--- src/rtl/decay_count_controller_pkg.sv ---
`default_nettype none
// ============================================================================
// Module      : decay_count_controller_pkg
// Description : Shared state encoding and saturating-increment helper.
// Revision    : 1.0 - initial release
// ============================================================================
package decay_count_controller_pkg;

    localparam int c_MAX_CNT_W = 32;

    typedef enum logic [1:0] {
        ST_IDLE   = 2'd0,
        ST_COUNT  = 2'd1,
        ST_REPORT = 2'd2
    } state_t;

    // Widths above c_MAX_CNT_W are not supported by this helper.
    function automatic logic [c_MAX_CNT_W-1:0] sat_inc(
        input logic [c_MAX_CNT_W-1:0] value,
        input int unsigned            width
    );
        logic [c_MAX_CNT_W-1:0] max_val;
        max_val = (width >= 32) ? 32'hFFFF_FFFF : ((32'd1 << width) - 32'd1);
        return (value >= max_val) ? max_val : value + 32'd1;
    endfunction

endpackage
`default_nettype wire

--- src/rtl/decay_count_controller_if.sv ---
`default_nettype none
// ============================================================================
// Module      : decay_count_controller_if
// Description : Result handshake bundle (valid/ready plus counts).
// Revision    : 1.0 - initial release
// ============================================================================
interface decay_count_controller_if #(
    parameter int CNT_W = 16
) ();
    logic             result_valid;
    logic             result_ready;
    logic [CNT_W-1:0] count_out;
    logic [CNT_W-1:0] lost_out;
    logic             overflow;

    modport master (
        output result_valid, count_out, lost_out, overflow,
        input  result_ready
    );

    modport slave (
        input  result_valid, count_out, lost_out, overflow,
        output result_ready
    );
endinterface
`default_nettype wire

--- src/rtl/decay_count_controller_sat_counter.sv ---
`default_nettype none
// ============================================================================
// Module      : sat_counter
// Description : Clearable saturating counter with sticky saturation flag.
// Revision    : 1.0 - initial release
// ============================================================================
module sat_counter
    import decay_count_controller_pkg::*;
#(
    parameter int WIDTH = 16
) (
    input  wire logic             clk,
    input  wire logic             rst,
    input  wire logic             i_clear,
    input  wire logic             i_inc,
    output logic      [WIDTH-1:0] o_value,
    output logic                  o_sat
);

    logic [WIDTH-1:0]       r_value;
    logic                   r_sat;
    logic [c_MAX_CNT_W-1:0] w_next_full;
    logic [WIDTH-1:0]       w_next;
    logic                   w_at_max;

    assign w_next_full = sat_inc(c_MAX_CNT_W'(r_value), WIDTH);
    assign w_next      = w_next_full[WIDTH-1:0];
    // The helper holds the value at the top, so "no change" means saturated.
    assign w_at_max    = (w_next == r_value);

    always_ff @(posedge clk or posedge rst) begin
        if (rst) begin
            r_value <= '0;
            r_sat   <= 1'b0;
        end else if (i_clear) begin
            r_value <= '0;
            r_sat   <= 1'b0;
        end else if (i_inc) begin
            r_value <= w_next;
            r_sat   <= r_sat | w_at_max;
        end
    end

    assign o_value = r_value;
    assign o_sat   = r_sat;

endmodule
`default_nettype wire

--- src/rtl/decay_count_controller.sv ---
`default_nettype none
// ============================================================================
// Module      : decay_count_controller
// Description : Gated counting window with non-extending dead time and a
//               valid/ready result port, single-shot or continuous.
// Revision    : 1.0 - initial release
// ============================================================================
module decay_count_controller
    import decay_count_controller_pkg::*;
#(
    parameter int CNT_W  = 16,
    parameter int WIN_W  = 16,
    parameter int DEAD_W = 8
) (
    input  wire logic              clk,
    input  wire logic              rst,
    input  wire logic              start,
    input  wire logic              stop,
    input  wire logic              continuous,
    input  wire logic [WIN_W-1:0]  window_len,
    input  wire logic [DEAD_W-1:0] dead_len,
    input  wire logic              pulse_in,
    output logic                   gen_en,
    output logic                   busy,
    decay_count_controller_if.master res
);

    state_t            r_state;
    state_t            w_next_state;
    logic [WIN_W-1:0]  r_win_cnt;
    logic [DEAD_W-1:0] r_dead_reg;
    logic [DEAD_W-1:0] r_dead_cnt;
    logic              r_cont;
    logic              r_pulse_q;

    logic w_hs;
    logic w_load;
    logic w_ev;
    logic w_inc_count;
    logic w_inc_lost;
    logic w_sat_count;
    logic w_sat_lost;

    assign w_hs        = (r_state == ST_REPORT) && res.result_ready;
    assign w_load      = (w_next_state == ST_COUNT) && (r_state != ST_COUNT);
    assign w_ev        = (r_state == ST_COUNT) && pulse_in && !r_pulse_q;
    assign w_inc_count = w_ev && (r_dead_cnt == '0);
    assign w_inc_lost  = w_ev && (r_dead_cnt != '0);

    always_comb begin
        w_next_state = r_state;
        case (r_state)
            ST_IDLE: begin
                if (start && !stop) w_next_state = ST_COUNT;
            end
            ST_COUNT: begin
                if (stop)                            w_next_state = ST_IDLE;
                else if (r_win_cnt == WIN_W'(1))     w_next_state = ST_REPORT;
            end
            ST_REPORT: begin
                if (stop)      w_next_state = ST_IDLE;
                else if (w_hs) w_next_state = r_cont ? ST_COUNT : ST_IDLE;
            end
            default: w_next_state = ST_IDLE;
        endcase
    end

    always_ff @(posedge clk or posedge rst) begin
        if (rst) begin
            r_state    <= ST_IDLE;
            r_win_cnt  <= '0;
            r_dead_reg <= '0;
            r_dead_cnt <= '0;
            r_cont     <= 1'b0;
            r_pulse_q  <= 1'b0;
        end else begin
            r_state   <= w_next_state;
            r_pulse_q <= pulse_in;
            if (w_load) begin
                r_win_cnt  <= (window_len == '0) ? WIN_W'(1) : window_len;
                r_dead_reg <= dead_len;
                r_cont     <= continuous;
                r_dead_cnt <= '0;
            end else if (r_state == ST_COUNT) begin
                r_win_cnt <= r_win_cnt - WIN_W'(1);
                // Lost edges do not re-arm the dead time.
                if (w_inc_count)            r_dead_cnt <= r_dead_reg;
                else if (r_dead_cnt != '0)  r_dead_cnt <= r_dead_cnt - DEAD_W'(1);
            end
        end
    end

    sat_counter #(.WIDTH(CNT_W)) u_count (
        .clk     (clk),
        .rst     (rst),
        .i_clear (w_load),
        .i_inc   (w_inc_count),
        .o_value (res.count_out),
        .o_sat   (w_sat_count)
    );

    sat_counter #(.WIDTH(CNT_W)) u_lost (
        .clk     (clk),
        .rst     (rst),
        .i_clear (w_load),
        .i_inc   (w_inc_lost),
        .o_value (res.lost_out),
        .o_sat   (w_sat_lost)
    );

    assign gen_en           = (r_state == ST_COUNT);
    assign busy             = (r_state != ST_IDLE);
    assign res.result_valid = (r_state == ST_REPORT);
    assign res.overflow     = w_sat_count | w_sat_lost;

endmodule
`default_nettype wire

--- src/flat_wrapper.sv ---
// flat-port wrapper written by rule: the top's interface ports become plain ports
module decay_count_controller_flat import decay_count_controller_pkg::*;
#(
    parameter int CNT_W  = 16,
    parameter int WIN_W  = 16,
    parameter int DEAD_W = 8
)
  (clk, rst, start, stop, continuous, window_len, dead_len, pulse_in, gen_en, busy, res_result_valid, res_count_out, res_lost_out, res_overflow, res_result_ready);
  decay_count_controller_if #(.CNT_W(CNT_W)) res_i ();
  input  wire logic clk;
  input  wire logic rst;
  input  wire logic start;
  input  wire logic stop;
  input  wire logic continuous;
  input  wire logic [WIN_W-1:0] window_len;
  input  wire logic [DEAD_W-1:0] dead_len;
  input  wire logic pulse_in;
  output logic gen_en;
  output logic busy;
  output wire logic [$bits(res_i.result_valid)-1:0] res_result_valid;
  output wire logic [$bits(res_i.count_out)-1:0] res_count_out;
  output wire logic [$bits(res_i.lost_out)-1:0] res_lost_out;
  output wire logic [$bits(res_i.overflow)-1:0] res_overflow;
  input wire logic [$bits(res_i.result_ready)-1:0] res_result_ready;
  assign res_result_valid = res_i.result_valid;
  assign res_count_out = res_i.count_out;
  assign res_lost_out = res_i.lost_out;
  assign res_overflow = res_i.overflow;
  assign res_i.result_ready = res_result_ready;
  decay_count_controller #(.CNT_W(CNT_W), .WIN_W(WIN_W), .DEAD_W(DEAD_W)) u_core (.clk(clk), .rst(rst), .start(start), .stop(stop), .continuous(continuous), .window_len(window_len), .dead_len(dead_len), .pulse_in(pulse_in), .gen_en(gen_en), .busy(busy), .res(res_i));
endmodule
--- config.mk ---
export PLATFORM = sky130hd
export DESIGN_NAME = decay_count_controller_flat
export DESIGN_NICKNAME = d
export VERILOG_FILES = /design/src/rtl/decay_count_controller_pkg.sv /design/src/rtl/decay_count_controller_if.sv /design/src/rtl/decay_count_controller_sat_counter.sv /design/src/rtl/decay_count_controller.sv /design/src/flat_wrapper.sv
export SDC_FILE = /design/constraint.sdc
export NUM_CORES = 1
export LEC_CHECK = 0
export BUFFER_PORTS_ARGS = -buffer_cell sky130_fd_sc_hd__clkbuf_2
export CAP_MARGIN = 20
export CORE_MARGIN = 4
export CORE_UTILIZATION = 51
export DETAILED_ROUTE_END_ITERATION = 10
export GPL_TIMING_DRIVEN = 0
export PLACE_DENSITY = 0.76
export SYNTH_ARGS = -nofsm -noshare
export SYNTH_HDL_FRONTEND = slang
export SYNTH_HIERARCHICAL = 1
export SYNTH_SLANG_ARGS = --single-unit
--- constraint.sdc ---
create_clock -name clk -period 2.5 [get_ports clk]
set_clock_uncertainty 0.2 [all_clocks]
set_input_delay 0.75 -clock clk [delete_from_list [all_inputs] [get_ports clk]]
set_output_delay 0.75 -clock clk [all_outputs]
set_load 0.01 [all_outputs]
==> impl_metrics.csv <==
group,metric,value,unit
die,row_count,32,
setup_path,critPathSlowestCell,"or4_4",
synthesis,synth_area,4086,sq um
sta,fmax,0.4169,GHz
final_layout,fin_nets,554,
pwr,seqPwrFrac,46.8,%
pwr,power.switching,0.001300,W
run_status,status,"complete, no violations",
cts,cts_buffers,9,
sta,finalSetupViolCount,0,
synthesis,synthArstFlopShare,100.0,%
pwr,pwr-share-clk,23.4,%
route,wl_per_cell,17.02,um
setup_path,path_cells,"or4_4 > nor3_1 > nor2b_2 > nand3_2 > nor2_1 > and3_1 > nor4_2",
setup_path,crit_required,2550,ps
synthesis,synthesis.nets,477,
sta,fin_crit_sh,95.95,%
pwr,p_int,0.002166,W
global_routing,grt_overflow_total,0,
sta,report.final.slew_viol_count,0,
pwr,p_leak,2.150,nW
route,ant_nets,0,
route,first_pass_iters,4,
synthesis,synth_edf_count,0,
pwr,powerDensity,723.2,nW/um^2
global_routing,grt_max_degree,37,
final_layout,drive_above_1_share,28.54,%
setup_path,setup.worst_path.class,"reg -> reg",
pwr,p_comb_share,29.8,%
pwr,finalPower,0.003466,W
synthesis,synthDistinctLibCells,64,
route,drt-total-wl,10620,um
cts,htreeDepth,3,
cts,clkLatencyLatePin,340,ps
job,cap_violations,0,
synthesis,yosys_warnings,6,
setup_path,worstPathArrival,2450,ps
sta,layout_min_cycle_time,2399,ps
route,drc_errors,0,
final_layout,synthToLayoutAreaGrowth,17.27,%
sta,worst_slew_pin_slew,759.4,ps
place,place_hpwl,7417,um
synthesis,ys_ff_latch,70,
setup_path,critPathMaxStageDelay,570,ps
die,die_x,97.52,um
die,start_util,52.61,%
synthesis,ys.flop_type,"dfrtp_1",
global_routing,antenna_found_initial,0,
die,boundaryPins,67,
place,portBuffers,66,
final_layout,multi_input_area,2266,sq um
route,vias,3871,
global_routing,grt_usage,22.11,%
cts,cts_sinks,70,
sta,setup_tns,0,ps
route,drt_iter0_drc,191,
setup_path,critPathMaxFanout,6,
setup_path,startpoint_type,"register",
synthesis,synth_area_per_cell,9.287,sq um
die,die_h,97.52,um
final_layout,area.sequential,1753,sq um
min_path,hp-class,"reg -> reg",
final_layout,fillerInstances,709,
setup_path,end_kind,"register",
final_layout,num_antenna_cells,0,
cts,cts_tree,"yes",
die,coreArea,7767,sq um
cts,cts-root-buf,"clkbuf_8",
global_routing,grt_pass1_wl,17580,um
cts,clk_pin_slew_worst_paths,70,ps
die,dieArea,9509,sq um
place,gp_congestion,0.8588,
cts,postCtsHoldBufs,0,
synthesis,yosysSeqAreaShare,42.87,%
synthesis,synth_cells,440,
global_routing,first_global_vias,3660,
sta,relSlewSlack,49.30,%
pwr,switching_share,37.52,%
sta,hold_violations,0,
route,via_per_inst,6.204,
cts,clockBufferDepth,2,
pwr,ir_drop,0.0004473,V
-- worst max-delay path, delay by kind of cell (launching register included) --
family / cells / cell delay, ps
AND/OR/NAND/NOR: 7 / 1650
flip-flops: 1 / 460
-- layout by cell type, fill, tap and decap left out, types with 4 or more instances in the layout --
cell type / synthesis / final
buf_2: 5 / 7
clkinv_2: 0 / 4
inv_1: 13 / 11
a211oi_1: 5 / 5
nor4_1: 8 / 7
and4_2: 6 / 6
or3_1: 5 / 5
nor4_2: 3 / 4
o21bai_1: 8 / 8
ha_1: 6 / 5
mux2i_1: 7 / 7
clkbuf_2: 0 / 66
and3_1: 6 / 6
nor3_1: 18 / 18
nand4_1: 11 / 11
o21ai_0: 7 / 7
and4_4: 6 / 6
nand2b_1: 5 / 5
nand2_1: 59 / 59
a21oi_2: 5 / 5
nand3_1: 18 / 15
dfrtp_1: 70 / 69
a311oi_1: 7 / 7
o22ai_1: 4 / 4
nor2_1: 44 / 44
clkbuf_8: 0 / 10
clkbuf_1: 6 / 4
a31oi_1: 20 / 20
a21oi_1: 17 / 17
-- metrics by stage --
step / setup slack, ps / util, % / hold WS [ps] / std cells / cell area [sq um]
2_1_floorplan: 68.94 / - / 245.0 / 440 / 4089
3_3_place_gp: -495.2 / 58.54 / 266.1 / 608 / 4547
3_5_place_dp: -537.5 / 58.54 / 266.9 / 608 / 4547
4_1_cts: 13.39 / 61.10 / 291.7 / 624 / 4746
5_1_grt: -5.270 / 61.69 / 331.1 / 624 / 4792
6_report: 101.2 / 61.69 / 290.7 / 624 / 4792
-- Yosys cell counts, types with 3 or more instances --
cell      number  share of area (%)
o22ai_1        4               0.61
or3_1          5               0.77
buf_1          3               0.28
or4_1          3               0.55
nand3_1       18                2.2
xnor2_1        3               0.64
nand2b_1       5               0.77
and4_2         6                1.5
dfrtp_1       70                 43
nor2b_1        3               0.46
buf_2          5               0.61
a211o_1        3               0.64
or4_4          3               0.83
clkbuf_1       6               0.55
a31oi_1       20                3.1
nor2_1        44                4.0
a311oi_1       7                1.5
nand2_1       59                5.4
and4_4         6                1.7
a41oi_1        3               0.64
a21oi_1       17                2.1
o31ai_1        3               0.55
nand4_1       11                1.7
nor4_2         3               0.92
o22ai_2        3               0.92
o32ai_1        3               0.64
o21bai_1       8                1.5
a211oi_1       5               0.92
o21ai_0        7               0.86
and3_1         6               0.92
inv_1         13                1.2
ha_1           6                1.8
a21oi_2        5                1.1
nand3b_1       3               0.55
mux2i_1        7                1.7
nor4_1         8                1.2
nor3_1        18                2.2
-- worst paths after layout --
kind | start | to | slack (ps) | cells after the start
setup / recovery | u_core/r_dead_cnt[3] | u_core/u_lost/o_value[3] | 100 | 7
min in group asynchronous | rst | u_core/u_count/o_value[13] | 310 | 2
hold / removal | u_core/r_dead_reg[5] | u_core/r_dead_reg[5] | 290 | 2
hold reg to reg | u_core/r_dead_reg[5] | u_core/r_dead_reg[5] | 290 | 2
setup reg to reg | u_core/r_dead_cnt[3] | u_core/u_lost/o_value[3] | 100 | 7
max in group asynchronous | rst | u_core/r_state[1] | 1200 | 2
-- metal layers --
metal	GRT usage, %	part of all wire [%]	vias to the layer above
li1	-	-	1822
met1	30.32	45	1879
met2	35.42	47	158
met3	3.805	6.6	12
met4	7.561	1.5	0
met5	0	0	-
-- cells by family (layout without fill, tap and decap cells) --
family / after synthesis / in the layout / synth area share (%)
AO/OA/AOI/OAI: 100 / 100 / 18.19
XOR/XNOR: 5 / 5 / 1.072
adder cells (fa/ha/maj): 6 / 6 / 1.837
buffers and inverters: 30 / 112 / 3.092
flip-flops: 70 / 70 / 42.87
multiplexers: 8 / 8 / 1.990
AND/OR/NAND/NOR: 221 / 221 / 30.96
-- power by group through the flow --
stage | clock [W] | combinational, W | sequential [W]
2_1_floorplan | 0 | 0.000747 | 0.00155
3_3_place_gp | 0 | 0.000922 | 0.00160
3_5_place_dp | 0 | 0.000966 | 0.00161
4_1_cts | 0.000828 | 0.000984 | 0.00160
5_1_grt | 0.000876 | 0.00115 | 0.00165
6_report | 0.000810 | 0.00103 | 0.00162
-- cell type report --
| cell class | count | area share, % |
|---|---|---|
| timing repair buffer | 66 | 6.893 |
| buffer | 15 | 1.828 |
| inverter | 15 | 1.253 |
| sequential | 70 | 36.58 |
| clock inverter | 4 | 0.4700 |
| tap | 102 | 2.663 |
| clock buffer | 12 | 3.029 |
| multi-input combinational | 340 | 47.28 |
-- repair_timing --
item / 4_1_cts / 5_1_grt
pin swaps: 1 / 1
setup endpoints to repair: 29 / 25
setup buffers: 0 / 0
gates resized for setup: 11 / 17
endpoints found under the hold margin: 0 / 0
Note: power is estimated with default switching activity, not from simulation.
